==> src/rtl/parity_serial_transmitter.sv <==
// parity_serial_transmitter
// Serializes one byte as an I2C-style frame: START, 8 data bits MSB first,
// an even-parity bit (XOR of the byte), an ACK slot and STOP. Every non-idle
// bit lasts CLK_DIV fast-clock cycles. SERIAL_CLOCK and SERIAL_DATA are
// registered: they are computed from the next state so that each output
// cycle reflects the state/counter of that same cycle.
//
// CLK_DIV must be even and >= 4 so that the half-period split of each bit
// is exact; DATA_WIDTH is fixed at 8 in this revision.

module parity_serial_transmitter #(
    parameter int CLK_DIV    = 4,
    parameter int DATA_WIDTH = 8
) (
    input  logic                  FAST_CLOCK,
    input  logic                  RESET,
    input  logic [DATA_WIDTH-1:0] DATA_INPUT_TX,
    input  logic                  TX_START,
    input  logic                  ACK_IN,
    output logic                  SERIAL_CLOCK,
    output logic                  SERIAL_DATA,
    output logic                  PARITY_BIT_OUT,
    output logic                  TX_BUSY,
    output logic                  TX_DONE,
    output logic                  TX_ACK_ERROR
);

    // Counter widths and compare points are fixed at elaboration.
    localparam int CNT_W = (CLK_DIV > 2) ? $clog2(CLK_DIV) : 1;
    localparam int IDX_W = (DATA_WIDTH > 2) ? $clog2(DATA_WIDTH) : 1;

    localparam logic [CNT_W-1:0] CNT_HALF = CNT_W'(CLK_DIV / 2);
    localparam logic [CNT_W-1:0] CNT_LAST = CNT_W'(CLK_DIV - 1);
    localparam logic [IDX_W-1:0] IDX_LAST = IDX_W'(DATA_WIDTH - 1);

    typedef enum logic [2:0] {
        S_IDLE,
        S_START,
        S_DATA,
        S_PARITY,
        S_ACK,
        S_STOP
    } state_t;

    state_t                  state;
    logic [CNT_W-1:0]        cnt;
    logic [IDX_W-1:0]        bit_idx;
    logic [DATA_WIDTH-1:0]   tx_byte;

    state_t                  nxt_state;
    logic [CNT_W-1:0]        nxt_cnt;
    logic [IDX_W-1:0]        nxt_idx;
    logic [DATA_WIDTH-1:0]   nxt_byte;
    logic                    nxt_par;

    logic                    accept;
    logic                    bit_end;
    logic                    ack_sample;

    assign accept     = (state == S_IDLE) && TX_START;
    assign bit_end    = (cnt == CNT_LAST);
    assign ack_sample = (state == S_ACK) && (cnt == CNT_HALF);

    // Serial clock level for a given state and cycle position: held high
    // through IDLE and START, low then high within every later bit period.
    function automatic logic scl_for(input state_t st, input logic [CNT_W-1:0] c);
        logic v;
        v = 1'b1;
        if (st != S_IDLE && st != S_START)
            v = (c >= CNT_HALF);
        return v;
    endfunction

    // Serial data level for a given state and cycle position. START falls and
    // STOP rises in the clock-high half so they read as start/stop conditions.
    function automatic logic sda_for(input state_t                st,
                                     input logic [CNT_W-1:0]      c,
                                     input logic [DATA_WIDTH-1:0] b,
                                     input logic [IDX_W-1:0]      idx,
                                     input logic                  par);
        logic v;
        v = 1'b1;
        case (st)
            S_IDLE:   v = 1'b1;
            S_START:  v = (c < CNT_HALF);
            S_DATA:   v = b[IDX_LAST - idx];
            S_PARITY: v = par;
            S_ACK:    v = 1'b1;
            S_STOP:   v = (c == CNT_LAST);
            default:  v = 1'b1;
        endcase
        return v;
    endfunction

    // Next-state, counter and latched-byte logic; the FSM register below
    // consumes these so registered outputs can be derived from them.
    always_comb begin
        nxt_state = state;
        nxt_cnt   = cnt;
        nxt_idx   = bit_idx;
        nxt_byte  = tx_byte;
        nxt_par   = PARITY_BIT_OUT;
        if (state == S_IDLE) begin
            if (TX_START) begin
                nxt_state = S_START;
                nxt_cnt   = '0;
                nxt_idx   = '0;
                nxt_byte  = DATA_INPUT_TX;
                nxt_par   = ^DATA_INPUT_TX;
            end
        end else if (!bit_end) begin
            nxt_cnt = cnt + CNT_W'(1);
        end else begin
            nxt_cnt = '0;
            case (state)
                S_START: begin
                    nxt_state = S_DATA;
                    nxt_idx   = '0;
                end
                S_DATA: begin
                    if (bit_idx == IDX_LAST)
                        nxt_state = S_PARITY;
                    else
                        nxt_idx = bit_idx + IDX_W'(1);
                end
                S_PARITY: nxt_state = S_ACK;
                S_ACK:    nxt_state = S_STOP;
                S_STOP:   nxt_state = S_IDLE;
                default:  nxt_state = S_IDLE;
            endcase
        end
    end

    // Frame FSM with registered serial lines and status flags.
    always_ff @(posedge FAST_CLOCK or posedge RESET) begin
        if (RESET) begin
            state          <= S_IDLE;
            cnt            <= '0;
            bit_idx        <= '0;
            tx_byte        <= '0;
            PARITY_BIT_OUT <= 1'b0;
            SERIAL_CLOCK   <= 1'b1;
            SERIAL_DATA    <= 1'b1;
            TX_BUSY        <= 1'b0;
            TX_DONE        <= 1'b0;
            TX_ACK_ERROR   <= 1'b0;
        end else begin
            state          <= nxt_state;
            cnt            <= nxt_cnt;
            bit_idx        <= nxt_idx;
            tx_byte        <= nxt_byte;
            PARITY_BIT_OUT <= nxt_par;
            SERIAL_CLOCK   <= scl_for(nxt_state, nxt_cnt);
            SERIAL_DATA    <= sda_for(nxt_state, nxt_cnt, nxt_byte, nxt_idx, nxt_par);
            TX_BUSY        <= (nxt_state != S_IDLE);
            // Done pulses on the edge that closes STOP; the next edge is in
            // IDLE, so the pulse is exactly one cycle even on a back-to-back
            // accept.
            TX_DONE        <= (state == S_STOP) && bit_end;
            // Error flag is cleared by a new accept and set only by a NACK
            // seen at the mid-point of the ACK slot; it is sticky otherwise.
            if (accept)
                TX_ACK_ERROR <= 1'b0;
            else if (ack_sample && ACK_IN)
                TX_ACK_ERROR <= 1'b1;
        end
    end

endmodule

==> config.mk <==
export PLATFORM = sky130hd
export DESIGN_NAME = parity_serial_transmitter
export DESIGN_NICKNAME = d
export VERILOG_FILES = /design/src/rtl/parity_serial_transmitter.sv
export SDC_FILE = /design/constraint.sdc
export NUM_CORES = 1
export LEC_CHECK = 0
export CAP_MARGIN = 20
export CORE_UTILIZATION = 45
export DETAILED_ROUTE_END_ITERATION = 10
export PLACE_DENSITY = 0.76
export SETUP_SLACK_MARGIN = 0.15
export SKIP_LAST_GASP = 1
export SLEW_MARGIN = 20
export SYNTH_ARGS = -nofsm -noshare
export SYNTH_HDL_FRONTEND = slang
export SYNTH_SLANG_ARGS = --single-unit
==> constraint.sdc <==
create_clock -name FAST_CLOCK -period 2.6 [get_ports FAST_CLOCK]
set_clock_uncertainty 0.2 [all_clocks]
set_input_delay 0.52 -clock FAST_CLOCK [delete_from_list [all_inputs] [get_ports FAST_CLOCK]]
set_output_delay 0.52 -clock FAST_CLOCK [all_outputs]
set_load 0.02 [all_outputs]
# --- Word-level counts from Yosys, hierarchy flattened ---
# Index checks and enable logic that the tools add are counted.
# Widths: inputs -> output; s select.
classes:
  eq_ne: 14
  n_mux: 23
  n_lt_le_gt_ge: 3
  n_reduce_logical: 9
  addsub: 3
op_table:
  columns: ["operator", "count"]
  rows:
  - ["$mux 3", 8]
  - ["$mux 8", 2]
  - ["$eq 3x2->1 const B", 4]
  - ["$eq 3x3->1 const B", 4]
  - ["$pmux 3 s4", 1]
  - ["$reduce_xor 8->1", 1]
  - ["$eq 2x2->1 const B", 3]
  - ["$eq 3x1->1 const B", 2]
  - ["$mux 1", 6]
  - ["$mux 2", 3]
  - ["$pmux 3 s2", 1]
  - ["$logic_and 1x1->1", 5]
  - ["$lt 3x4->1 const B", 1]
  - ["$pmux 1 s4", 1]
  - ["$add 3x1->3 const B", 1]
  - ["$bmux 1 s3", 1]
  - ["$logic_not 3->1", 1]
  - ["$ne 3x1->1 const B", 1]
  - ["$reduce_bool 3->1", 1]
  - ["$sub 3x3->3 const A", 1]
  - ["$add 2x1->2 const B", 1]
  - ["$ge 2x2->1 const B", 1]
  - ["$lt 2x2->1 const B", 1]
  - ["$reduce_bool 2->1", 1]
totals:
  register_bits: 22
  output_inout_bits: 6
  wordCells: 62
  input_bits: 12

# --- Depth between registers and ports, before layout ---
depth:
  word_depth: 9
  ltp_mapped: 9
  mapped_depth_nobuf: 8

# --- Worst setup path before layout ---
# No wires, ideal clock.
synth_timing:
  path_kind: "input to register"
  start: "input port TX_START"
  end: "register SERIAL_DATA"
  path_buffers: 1
  required_time_ns: 2.309
  slack_ns: 0.487
  arrival_time_ns: 1.821
  setup_ns: 0.091
  stages: 8
  path_cell_list: "inv_2 -> nor4_4 -> buf_6 -> mux2_1 -> mux2i_1 -> mux2i_1 -> mux2i_1 -> o211ai_1"
synth_between:
  word_cells_on_any_way: 20
  classes_between: "add/sub (1); order compare (1); eq/ne (5); mux (13)"
synth_rtl:
  columns: ["element", "line", "text"]
  rows:
  - ["start: declaration", "18", "input logic TX_START,"]
  - ["$mux 8", "104", "if (TX_START) begin"]
  - ["$mux 8", "103", "if (state == S_IDLE) begin"]
  - ["via nxt_byte[7]", "53", "logic [DATA_WIDTH-1:0] nxt_byte;"]
  - ["$bmux 1 s3", "86", "S_DATA: v = b[IDX_LAST - idx];"]
  - ["$mux 1 (not written as such)", "86", null]
  - ["$pmux 1 s4", "83", "case (st)"]
  - ["end signal: assignment", "154", "SERIAL_DATA <= sda_for(nxt_state, nxt_cnt, nxt_byte, nxt_idx, nxt_par);"]
  - ["end: declaration", "21", "output logic SERIAL_DATA,"]
# The timed path passes the listed nets, and every way through them passes these cells. The select of a mux whose other input is x is not followed.
# A chain may end at the register's enable or synchronous reset.

# --- Worst setup path after layout ---
# Same ends and word-level chain as after synthesis.

==> impl_metrics.yaml <==
route:
  wirelength_um: 2560
  viasPerCell: 5.50
  drc: 0
  dr_total_vias: 968
  antenna_left: 0
  routedWlPerCell_um: 14.6
  drtIter0Drc: 7
  drt_pre_antenna_iters: 4
run:
  drv_cap: 0
sta:
  drv_slew: 0
  setup_violations: 0
  worstMarginPinSlew_ps: 484
  period_share: 0.875
  finalCriticalPeriod_ps: 2280
  setup_tns_ps: 0
  grt_setup_unrepaired: "no"
  max-slew-margin-rel: 0.673
  finalHoldViolCount: 0
  max_freq_mhz: 439
final_layout:
  final_common_cell: "dfrtp_1"
  diodes: 0
  nets: 162
  regArea_sq_um: 554
  final_util: 0.600
  area_delta_synth_final_pct: 22.7
  mostFrequentLayoutCells: "dfrtp_1 (19), clkdlybuf4s50_1 (17), inv_1 (11)"
  final_cells: 176
  fillers: 221
  drive_above_1_share: 0.212
  final_area_sq_mm: 0.00154
  multi_input_area_sq_um: 619
power_and_ir_drop:
  power_w: 0.00170
  powerDensity_mw_per_mm2: 1100
  ir_drop_v: 0.000595
  p_leak_nw: 0.691
critical_path:
  worstSetupStartpoint: "TX_START"
  cp-end-kind: "flop"
  crit_type: "in2reg"
  timing.rr.start: "state[2]"
  cp_cell_sequence: "clkdlybuf4s50_1 -> inv_2 -> nor4_4 -> buf_4 -> mux2_1 -> mux2i_1 -> mux2i_1 -> mux2i_1 -> o211ai_1"
  reg2reg_slack_ps: 390
  cp-start-kind: "input pin"
  crit_arrival_ps: 2330
  max_stage_delay_ps: 500
  cp_slowest_cell: "clkdlybuf4s50_1"
  crit_top_cell: "mux2i_1"
  r2r-end: "SERIAL_DATA"
  cp_max_fo: 3
  r2r_cells: 7
  cp.required_ps: 2650
  critical_path.endpoint: "SERIAL_DATA"
synthesis:
  synth-main-ff-cell: "dfrtp_1"
  seq_area_frac_synth: 0.440
  synthArstFlopShare: 1.00
  syn_nets: 137
  syn_inst: 122
  syn_avg_cell_area_sq_um: 10.3
  synthTopCellsByArea: "dfrtp_1 (40%), mux2i_1 (6.4%), xnor2_1 (5.6%)"
  synth_top_cell_by_area: "dfrtp_1"
  synth_seq_cells: 22
  syn_area_sq_mm: 0.00126
  ys_types: 42
  synth_top_area_frac: 0.398
  yosysWarnings: 0
  synth_edf_count: 0
floorplan:
  die_width_um: 54.8
  initial_core_util: 0.489
  die_h_um: 54.8
  io_pins: 18
  core_sq_mm: 0.00257
  rows: 18
  die-area_sq_mm: 0.00301
clock_tree:
  htree_num_levels: 1
  numCtsBuffers: 3
  root_buffer: "clkbuf_4"
  cts_tree: "built"
  cts_max_path_buffers: 2
  insertion_delay_ps: 320
  cts_hold_buffers: 0
  cts.sinks: 22
  clk_pin_slew_ps: 120
status:
  status: "finished clean"
global_route:
  first_global_vias: 926
  track_usage: 0.201
  grt-ovfl-total: 0
  grt_first_pass_wirelength_um: 4140
  grt_max_degree: 23
  antenna_found_initial: 0
placed_design:
  place_area_sq_mm: 0.00149
  hpwlAfterDp_um: 1880
  io_buffers: 17
  gp_congestion: 0.804
  dp.cells: 171
min_path:
  min_path_type: "in2async"
-- worst min-delay path by stage --
| stage | from | end | slack [ps] | cells after the start |
|---|---|---|---|---|
| after global routing | tx_byte[1] | tx_byte[1] | 350 | 1 |
| final | RESET | tx_byte[3] | 310 | 3 |
| after detailed placement | tx_byte[1] | tx_byte[1] | 290 | 1 |
| after global placement | tx_byte[0] | tx_byte[0] | 280 | 1 |
| after floorplan | tx_byte[3] | tx_byte[3] | 250 | 1 |
| after CTS | RESET | tx_byte[3] | 320 | 3 |
-- cells by family after synthesis --
group | synth area share
AND/OR/NAND/NOR | 0.123
XOR/XNOR | 0.0558
multiplexers | 0.147
buffers and inverters | 0.0687
adder cells (fa/ha/maj) | 0.0299
flip-flops | 0.440
AO/OA/AOI/OAI | 0.135
-- worst max-delay path: cells and delay by family --
kind,cells,cell delay [ps]
buffers and inverters,3,750
muxes,4,720
and+or+nand+nor,1,220
AOI/OAI and AO/OA,1,110
-- state kept, by name, indices dropped and copies added, names as in the netlist, 2 cells and up --
register,count
tx_byte,8
bit_idx,3
state,3
cnt,2
-- cell usage after synthesis (2+ instances only) --
cell type	n
dfrtp_1	20
inv_1	11
mux2i_1	8
xnor2_1	8
nand2_1	7
nor2_1	7
a21oi_1	6
mux2_2	6
a31oi_1	4
o21ai_0	4
ha_1	3
nor3_1	3
buf_2	2
dfstp_2	2
mux2_1	2
o31ai_1	2
or2_2	2
-- per-layer routing --
layer / wire [um] / vias to the layer above / part of all wire / global-route usage
li1: - / 481 / - / -
met1: 1190 / 453 / 0.46 / 0.266
met2: 1210 / 25 / 0.47 / 0.309
met3: 91 / 9 / 0.035 / 0.0278
met4: 77 / 0 / 0.030 / 0.115
met5: 0 / - / 0 / 0
-- cell type report --
type / instances / area share
Clock buffer: 4 / 0.0235
Inverter: 12 / 0.0292
Multi-Input combinational cell: 81 / 0.402
Sequential cell: 22 / 0.360
Tap cell: 30 / 0.0244
Timing Repair Buffer: 27 / 0.162
-- timing repair --
action	in CTS	in global routing
gates resized for setup	0	4
endpoints found under the setup margin	0	1
setup buffers	0	0
-- through the flow --
stage,setup WS (ps),hold WS (ps)
finish,324,315
global route,171,347
detailed placement,-149,290
global placement,-82.6,278
CTS,205,319
floorplan,487,254
-- where the power goes --
part | switching, W | internal (W)
clock network | 0.000110 | 0.0000858
registers | 0.000113 | 0.000499
logic | 0.000454 | 0.000436
total | 0.000677 | 0.00102
Power figures use the tool's default switching activity.
